**src/rtl/uart_cmd_ctrl.sv**
```systemverilog
// UART command sequencer: validates 7-byte command packets from the receive buffer,
// applies them to the DDS configuration registers and returns a 3- or 7-byte response.
module uart_cmd_ctrl #(
  parameter int          RX_PACKET_SIZE = 64,
  parameter int          TX_PACKET_SIZE = 64,
  parameter int unsigned TIMEOUT_CYCLES = 2500000,
  parameter logic [15:0] DEFAULT_AMPL   = 16'hFFFF
) (
  input  logic                        clk,
  input  logic                        rst_n,
  input  logic [8*RX_PACKET_SIZE-1:0] rx_bytes,
  input  logic [15:0]                 rx_count,
  input  logic                        rx_full,
  output logic                        rx_reset,
  output logic [8*TX_PACKET_SIZE-1:0] tx_bytes,
  output logic [15:0]                 tx_size,
  output logic                        tx_go,
  input  logic                        tx_done,
  output logic [31:0]                 freq_word,
  output logic [31:0]                 phase_word,
  output logic [15:0]                 ampl,
  output logic [1:0]                  wave_sel,
  output logic                        cfg_update,
  output logic                        busy,
  output logic [7:0]                  err_count
);

  localparam logic [2:0] S_IDLE       = 3'd0;
  localparam logic [2:0] S_CHECK      = 3'd1;
  localparam logic [2:0] S_APPLY      = 3'd2;
  localparam logic [2:0] S_TX_START   = 3'd3;
  localparam logic [2:0] S_TX_ACK     = 3'd4;
  localparam logic [2:0] S_TX_WAIT    = 3'd5;
  localparam logic [2:0] S_FLUSH      = 3'd6;
  localparam logic [2:0] S_FLUSH_WAIT = 3'd7;

  localparam logic [7:0] SYNC_BYTE   = 8'hA5;
  localparam logic [7:0] RESP_BYTE   = 8'h5A;
  localparam logic [7:0] ST_OK       = 8'h00;
  localparam logic [7:0] ST_BAD_CHK  = 8'h01;
  localparam logic [7:0] ST_BAD_OP   = 8'h02;
  localparam logic [7:0] ST_BAD_SYNC = 8'h03;
  localparam logic [7:0] OP_FREQ     = 8'h01;
  localparam logic [7:0] OP_PHASE    = 8'h02;
  localparam logic [7:0] OP_AMPL     = 8'h03;
  localparam logic [7:0] OP_WAVE     = 8'h04;
  localparam logic [7:0] OP_READ     = 8'h05;

  logic [2:0]                  state_q, state_d;
  logic [31:0]                 to_cnt_q, to_cnt_d;
  logic [15:0]                 rx_count_q, rx_count_d;
  logic [7:0]                  op_q, op_d;
  logic [31:0]                 data_q, data_d;
  logic [7:0]                  status_q, status_d;
  logic                        rx_reset_q, rx_reset_d;
  logic [8*TX_PACKET_SIZE-1:0] tx_bytes_q, tx_bytes_d;
  logic [15:0]                 tx_size_q, tx_size_d;
  logic                        tx_go_q, tx_go_d;
  logic [31:0]                 freq_q, freq_d;
  logic [31:0]                 phase_q, phase_d;
  logic [15:0]                 ampl_q, ampl_d;
  logic [1:0]                  wave_q, wave_d;
  logic                        cfg_update_q, cfg_update_d;
  logic                        busy_q, busy_d;
  logic [7:0]                  err_q, err_d;

  logic [7:0]  pkt_sync, pkt_op, pkt_chk, pkt_xor, pkt_status;
  logic [31:0] pkt_data;
  logic        err_inc;
  logic        unused_rx_bits;

  assign pkt_sync = rx_bytes[7:0];
  assign pkt_op   = rx_bytes[15:8];
  assign pkt_data = rx_bytes[47:16];
  assign pkt_chk  = rx_bytes[55:48];
  assign pkt_xor  = rx_bytes[7:0] ^ rx_bytes[15:8] ^ rx_bytes[23:16] ^
                    rx_bytes[31:24] ^ rx_bytes[39:32] ^ rx_bytes[47:40];
  // Bytes past the packet are never inspected; the flush discards them.
  assign unused_rx_bits = ^rx_bytes;

  always_comb begin
    if (pkt_sync != SYNC_BYTE)                   pkt_status = ST_BAD_SYNC;
    else if (pkt_chk != pkt_xor)                 pkt_status = ST_BAD_CHK;
    else if (pkt_op == 8'h00 || pkt_op > OP_READ) pkt_status = ST_BAD_OP;
    else                                         pkt_status = ST_OK;
  end

  always_comb begin
    // NOTE: every _d gets a default before the case so no path infers a latch.
    state_d      = state_q;
    rx_count_d   = rx_count;
    op_d         = op_q;
    data_d       = data_q;
    status_d     = status_q;
    tx_bytes_d   = tx_bytes_q;
    tx_size_d    = tx_size_q;
    freq_d       = freq_q;
    phase_d      = phase_q;
    ampl_d       = ampl_q;
    wave_d       = wave_q;
    rx_reset_d   = 1'b0;
    tx_go_d      = 1'b0;
    cfg_update_d = 1'b0;
    err_inc      = 1'b0;

    if (state_q != S_IDLE || rx_count == 16'd0 || rx_count != rx_count_q)
      to_cnt_d = '0;
    else
      to_cnt_d = to_cnt_q + 32'd1;

    case (state_q)
      S_IDLE: begin
        if (rx_count >= 16'd7) begin
          state_d = S_CHECK;
        end else if (rx_full || (to_cnt_q >= TIMEOUT_CYCLES && rx_count != 16'd0 &&
                                 rx_count == rx_count_q)) begin
          err_inc = 1'b1;
          state_d = S_FLUSH;
        end
      end
      S_CHECK: begin
        op_d     = pkt_op;
        data_d   = pkt_data;
        status_d = pkt_status;
        state_d  = S_APPLY;
      end
      S_APPLY: begin
        rx_reset_d = 1'b1;
        if (status_q == ST_OK) begin
          cfg_update_d = (op_q != OP_READ);
          case (op_q)
            OP_FREQ:  freq_d  = data_q;
            OP_PHASE: phase_d = data_q;
            OP_AMPL:  ampl_d  = data_q[15:0];
            OP_WAVE:  wave_d  = data_q[1:0];
            default:  ;
          endcase
        end else begin
          err_inc = 1'b1;
        end
        tx_bytes_d         = '0;
        tx_bytes_d[7:0]    = RESP_BYTE;
        tx_bytes_d[15:8]   = op_q;
        tx_bytes_d[23:16]  = status_q;
        if (status_q == ST_OK && op_q == OP_READ) begin
          tx_bytes_d[55:24] = freq_q;
          tx_size_d         = 16'd7;
        end else begin
          tx_size_d         = 16'd3;
        end
        state_d = S_TX_START;
      end
      S_TX_START: begin
        tx_go_d = 1'b1;
        state_d = S_TX_ACK;
      end
      S_TX_ACK:     if (!tx_done) state_d = S_TX_WAIT;
      S_TX_WAIT:    if (tx_done) state_d = S_FLUSH_WAIT;
      S_FLUSH: begin
        rx_reset_d = 1'b1;
        state_d    = S_FLUSH_WAIT;
      end
      S_FLUSH_WAIT: if (rx_count == 16'd0) state_d = S_IDLE;
      default:      state_d = S_IDLE;
    endcase

    err_d  = (err_inc && err_q != 8'hFF) ? err_q + 8'd1 : err_q;
    busy_d = (state_d != S_IDLE);
  end

  // NOTE: sequential state uses non-blocking assignments only, so every register
  // samples the pre-edge value of the others.
  always_ff @(posedge clk or negedge rst_n) begin
    if (!rst_n) begin
      state_q      <= S_IDLE;
      to_cnt_q     <= '0;
      rx_count_q   <= '0;
      op_q         <= '0;
      data_q       <= '0;
      status_q     <= '0;
      rx_reset_q   <= 1'b0;
      tx_bytes_q   <= '0;
      tx_size_q    <= '0;
      tx_go_q      <= 1'b0;
      freq_q       <= '0;
      phase_q      <= '0;
      ampl_q       <= DEFAULT_AMPL;
      wave_q       <= '0;
      cfg_update_q <= 1'b0;
      busy_q       <= 1'b0;
      err_q        <= '0;
    end else begin
      state_q      <= state_d;
      to_cnt_q     <= to_cnt_d;
      rx_count_q   <= rx_count_d;
      op_q         <= op_d;
      data_q       <= data_d;
      status_q     <= status_d;
      rx_reset_q   <= rx_reset_d;
      tx_bytes_q   <= tx_bytes_d;
      tx_size_q    <= tx_size_d;
      tx_go_q      <= tx_go_d;
      freq_q       <= freq_d;
      phase_q      <= phase_d;
      ampl_q       <= ampl_d;
      wave_q       <= wave_d;
      cfg_update_q <= cfg_update_d;
      busy_q       <= busy_d;
      err_q        <= err_d;
    end
  end

  assign rx_reset   = rx_reset_q;
  assign tx_bytes   = tx_bytes_q;
  assign tx_size    = tx_size_q;
  assign tx_go      = tx_go_q;
  assign freq_word  = freq_q;
  assign phase_word = phase_q;
  assign ampl       = ampl_q;
  assign wave_sel   = wave_q;
  assign cfg_update = cfg_update_q;
  assign busy       = busy_q;
  assign err_count  = err_q;

endmodule

```
**config.mk**
```make
export PLATFORM = sky130hd
export DESIGN_NAME = uart_cmd_ctrl
export DESIGN_NICKNAME = d
export VERILOG_FILES = /design/src/rtl/uart_cmd_ctrl.sv
export SDC_FILE = /design/constraint.sdc
export NUM_CORES = 1
export LEC_CHECK = 0
export CORE_AREA = 2 2 454 456
export CTS_BUF_LIST = sky130_fd_sc_hd__clkbuf_8
export CTS_CLUSTER_SIZE = 28
export DETAILED_ROUTE_END_ITERATION = 6
export DIE_AREA = 0 0 456 458
export SLEW_MARGIN = 10
export SYNTH_ARGS = -nofsm -noshare
export SYNTH_HDL_FRONTEND = slang
export SYNTH_SLANG_ARGS = --single-unit
```
**constraint.sdc**
```tcl
create_clock -name clk -period 3.05 [get_ports clk]
set_clock_uncertainty 0.1 [all_clocks]
set_input_delay 0.4575 -clock clk [delete_from_list [all_inputs] [get_ports clk]]
set_output_delay 0.4575 -clock clk [all_outputs]
set_load 0.02 [all_outputs]
```
Yosys cells after proc, flatten, opt, wreduce, memory -nomap -nowiden:

Cells that the tools add are included.
Widths: inputs -> output; s select.

* input bits: 532
* register bits: 261
* output and inout bits: 622

* bitwise operators: 5
* equality and inequality tests: 18
* reduce and logical (&&, ||, !) cells: 20
* add/subtract/negate cells: 2
* magnitude comparators: 3
* mux-type cells: 20

Operator list (number)
* $mux 32: 2
* $xor 8x8->8: 5
* $add 32x1->32 const B: 1
* $ge 32x22->1 const B: 1
* $pmux 3 s8: 1
* $mux 3: 6
* $eq 16x16->1: 1
* $eq 8x2->1 const B: 2
* $eq 8x3->1 const B: 2
* $ge 16x3->1 const B: 1
* $logic_not 16->1: 1
* $logic_not 8->1: 2
* $ne 16x16->1: 1
* $ne 8x8->1 const B: 2
* $reduce_bool 16->1: 1
* $eq 3x3->1 const B: 4
* $reduce_and 3->1: 4
* $add 8x1->8 const B: 1
* $eq 8x1->1 const B: 1
* $gt 8x3->1 const B: 1
* $mux 8: 1
* $ne 8x3->1 const B: 1
* $ne 8x8->1: 1
* $mux 1: 7
* other kinds (9): 18

Longest topological paths before layout:

* word-level depth: 8
* gate-level depth with buffers: 8
* mapped depth without buffers: 7

Least setup slack after synthesis:

No wires, ideal clock.

* path type: input port to flip-flop
* start: input port rx_count[3]
* end: register err_q[6] (netlist: err_count[6])
* library setup time: 128 ps
* cell stages on the path: 7
* path slack: 788 ps
* path buffers: 0
* arrival: 2034 ps
* cell sequence: nor4_1 nand4_1 nor4_4 o31ai_2 a21boi_4 nand3b_1 mux2_1

* word-level cells in the longest chain between the ends: 8
* elaborated cells on any way between the ends: 10
* those cells by class: 1 x order compare; 1 x eq/ne; 3 x mux; 5 x reduce/logical

Ends and longest elaborated chain
* start: declaration: line 12 `input logic [15:0] rx_count,`
* parallel branches: the longest is 5 deep, another holds $ge 16x3->1
* $mux 1 *: line 113 `if (rx_count >= 16'd7) begin`
* $pmux 1 s2 *: line 111 `case (state_q)`
* $logic_and 1x1->1 *: line 167 `err_d = (err_inc && err_q != 8'hFF) ? err_q + 8'd1 : err_q;`
* end signal: assignment: line 209 `err_q <= err_d;`
* end: declaration: line 65 `logic [7:0] err_q, err_d;`

Every way passes the cells marked *.
A chain may end at the register's enable or synchronous reset.

Worst setup path after layout:

* start: register op_q[4]
* end: register freq_q[28] (netlist: freq_word[28])

* word-level cells in the longest chain between the ends: 2

Ends and longest elaborated chain
* start: declaration: line 52 `logic [7:0] op_q, op_d;`
* start signal: assignment: line 196 `op_q <= op_d;`
* $eq 8x1->1: line 131 `case (op_q)`
* $reduce_and 3->1 (no line)
* end signal: assignment: line 203 `freq_q <= freq_d;`
* end: declaration: line 59 `logic [31:0] freq_q, freq_d;`

Every way passes these cells.

==> reports/qor.txt <==
Buf/Inv on CP: 1
Cell Area, Synth: 13600 um^2
die area: 209000 um^2
design area: 18300 um^2
warnings from Yosys: 0
pin count of the biggest net entering global routing: 89
CP Data Required Time: 3.41 ns
number of flops mapped to enable cells by yosys: 0
Startpoint Class: flop
number of buffers added on ports: 218
hold depth: 1
Post-Place Cell Area: 17400 um^2
Final Slew Violations: 0
DRT antenna net count: 0
number of global-route vias before repair: 7327
FP Rows: 166
post-DR vias/cell: 1.92
Critical Path AT: 2.93 ns
Skew-Pair Late Insertion Delay: 0.63 ns
crit path capture type: flop
Final Hold Vio Count: 0
sequential power share: 44.0%
Area Growth Syn to Fin: 34.7%
reg2reg start: op_q[4]
terminus of the critical flop-to-flop path: freq_word[28]
NetSw: 2.24 mW
Avg Inst Size Synth: 11.3 um^2
HP Start: rx_count[4]
Detailed Route WL: 42200 um
minimum clock period: 2.57 ns
Horiz. Die Dim: 456 um
initial antenna violation count: 3
routed wire length per instance: 10.1 um
Unique masters post-synth: 58
clock sink count: 231
Max Clock Freq: 389 MHz
Hold Path End: rx_count_q[4]
worst-path fanout max: 32
slowest stage cell, crit path: nor4_1
PwrDens: 384 nW/um^2
max-cap viol count: 0
register bit total from synthesis: 231
first-pass GRT wire length: 56000 um
DRT Pass-1 Iters: 4
DR iter-0 viols: 261
IO Count: 1154
commonest cells after routing, fill and taps aside: 479 x conb_1, 215 x dfrtp_1, 214 x clkdlybuf4s50_1
Int Power: 4.77 mW
CP delay by family, top: simple AND/OR/NAND/NOR gates
Pleak: 7.62 nW
accumulated negative setup slack: 0 ns
core area: 204000 um^2
CP Cell Sequence: nor4_1 -> nand3_1 -> nor4_4 -> buf_12 -> mux2_2
# nets final: 2004
Detailed Place HPWL: 33400 um
internal reg-to-reg setup slack: 0.48 ns
DRC viols: 0
critical path's largest stage delay: 0.58 ns
total gr overflow: 0
via count: 8053
CTS tree: built
async set-reset flop share out of synthesis: 100%
Die Height: 458 um
unrepaired setup endpoints after global routing: false
final core occ: 8.96%
CTS buffer count: 41
Root Buffer: clkbuf_8
Initial Utilization: 6.65%
Syn Inst Count: 1205
Max VDD drop: 0.227 mV
Slew @ Worst Pin: 0.774 ns
CP Class: reg2reg
Relative slew margins: 48.4%
All-Layer GR Usage: 3.74%
switch share: 32.0%
post-CTS sizing: 0
layout cells sized above 1: 17.8%
R2R depth: 5
clk buf depth: 3
Tcrit/Tclk final: 84.2%
Clk network pwr share: 42.3%
routability cong.: 0.753
commonest non-fill, non-tap cell in the layout: conb_1
H-Tree Depth: 2
ys flop type: dfrtp_1
HP Class: in2reg
status: finished clean
clock-pin slew on the worst setup and hold paths: 0.07 ns
Finish-stage setup viols: 0
post-synthesis sequential area ratio: 42.8%
Combinational Power Share: 13.8%
-- layout make-up --
class                      instances  area, um^2
antenna                            2        5.00
timing repair buffer             255        2520
clock inverter                    26         164
sequential                       231        5800
tap                             2688        3360
inverter                           5        18.8
multi-input combinational        935        5750
fill                           23500      185000
clock buffer                      46         633
-- synthesized netlist by cell type (2+ instances only) --
cell type | count | area share, %
a211oi_1 | 2 | 0.11
a21oi_1 | 10 | 0.37
a22o_1 | 32 | 2.1
a31oi_1 | 2 | 0.092
and2_1 | 2 | 0.092
and3_1 | 9 | 0.42
and4_1 | 3 | 0.19
buf_2 | 3 | 0.11
buf_4 | 488 | 27
buf_6 | 5 | 0.42
clkbuf_1 | 15 | 0.42
dfrtp_1 | 215 | 40
dfstp_2 | 16 | 3.1
ha_1 | 3 | 0.28
inv_1 | 5 | 0.14
mux2_2 | 102 | 8.5
mux2_4 | 32 | 3.5
nand2_1 | 25 | 0.69
nand2b_1 | 6 | 0.28
nand3_1 | 16 | 0.59
nand4_1 | 11 | 0.51
nand4b_1 | 2 | 0.13
nor2_1 | 38 | 1.1
nor3_1 | 9 | 0.33
nor3b_2 | 2 | 0.18
nor4_1 | 10 | 0.46
nor4_2 | 2 | 0.18
nor4_4 | 2 | 0.31
nor4bb_1 | 2 | 0.15
o211ai_1 | 2 | 0.11
o21ai_0 | 6 | 0.22
or2_2 | 2 | 0.092
or3_1 | 8 | 0.37
or4_1 | 2 | 0.11
xnor2_1 | 47 | 3.0
xor2_1 | 47 | 3.0
-- worst max path at each step --
stage	startpoint	endpoint	cells past startpoint
after floorplan	rx_count[3]	err_count[6]	7
after global placement	rx_count[12]	err_count[6]	8
after detailed placement	rx_count[15]	err_count[6]	8
after CTS	op_q[4]	freq_word[28]	5
after global routing	op_q[4]	freq_word[13]	5
final	op_q[4]	freq_word[28]	5
-- per-layer routing --
layer	share of wire, %	track usage, %	vias up
met1	35	3.94	3972
met4	2.3	1.15	6
li1	-	-	3591
met2	54	7.02	424
met3	8.3	1.18	60
met5	0.080	0	-
-- power groups by stage --
stage | Clock [mW] | Sequential, mW | Combinational [mW]
after floorplan | 0 | 3.14 | 1.11
after global placement | 0 | 3.14 | 0.974
after detailed placement | 0 | 3.14 | 0.975
after CTS | 3.16 | 3.08 | 0.977
after global routing | 3.24 | 3.08 | 1.04
final | 2.96 | 3.08 | 0.964
-- flip-flops by register name (all words and copies together), names as in the netlist, 3 cells and up --
name and count:
tx_bytes 42, data_q 32, freq_word 32, phase_word 32
to_cnt_q 32, ampl 16, rx_count_q 16, err_count 8
op_q 8, state_q 3
-- per-stage QoR --
step | setup WS (ns) | std cells | power (mW) | hold WS (ns)
finish | 0.480 | 4188 | 7.01 | 0.258
global route | 0.273 | 4186 | 7.36 | 0.226
CTS | 0.436 | 4186 | 7.22 | 0.195
detailed placement | -0.0833 | 4113 | 4.11 | 0.371
global placement | -0.0634 | 4113 | 4.11 | 0.365
floorplan | 0.788 | 1683 | 4.25 | 0.0619
-- worst register-to-register path: cells and delay by family (launching register included) --
family	cells	cell delay (ns)
flops	1	0.42
buf+inv	1	0.28
simple gates	3	1.14
mux	1	0.45
-- timing repair --
| item | in CTS | in global routing |
|---|---|---|
| endpoints found under the hold margin | 71 | 0 |
| setup buffers | 0 | 0 |
| hold buffers | 1 | 0 |
-- kinds of logic (layout without fill, tap and decap cells) --
group	Yosys count	after routing	share of synthesized area, %
buf+inv	517	332	28.1
mux	135	135	12.1
simple gates	161	161	6.86
compound gates	63	63	3.76
fa+ha+maj	3	3	0.277
flops	231	231	42.8
xor+xnor	94	94	6.07
other cells	1	481	0.0277
No activity file was read; power rests on OpenSTA's default activity.
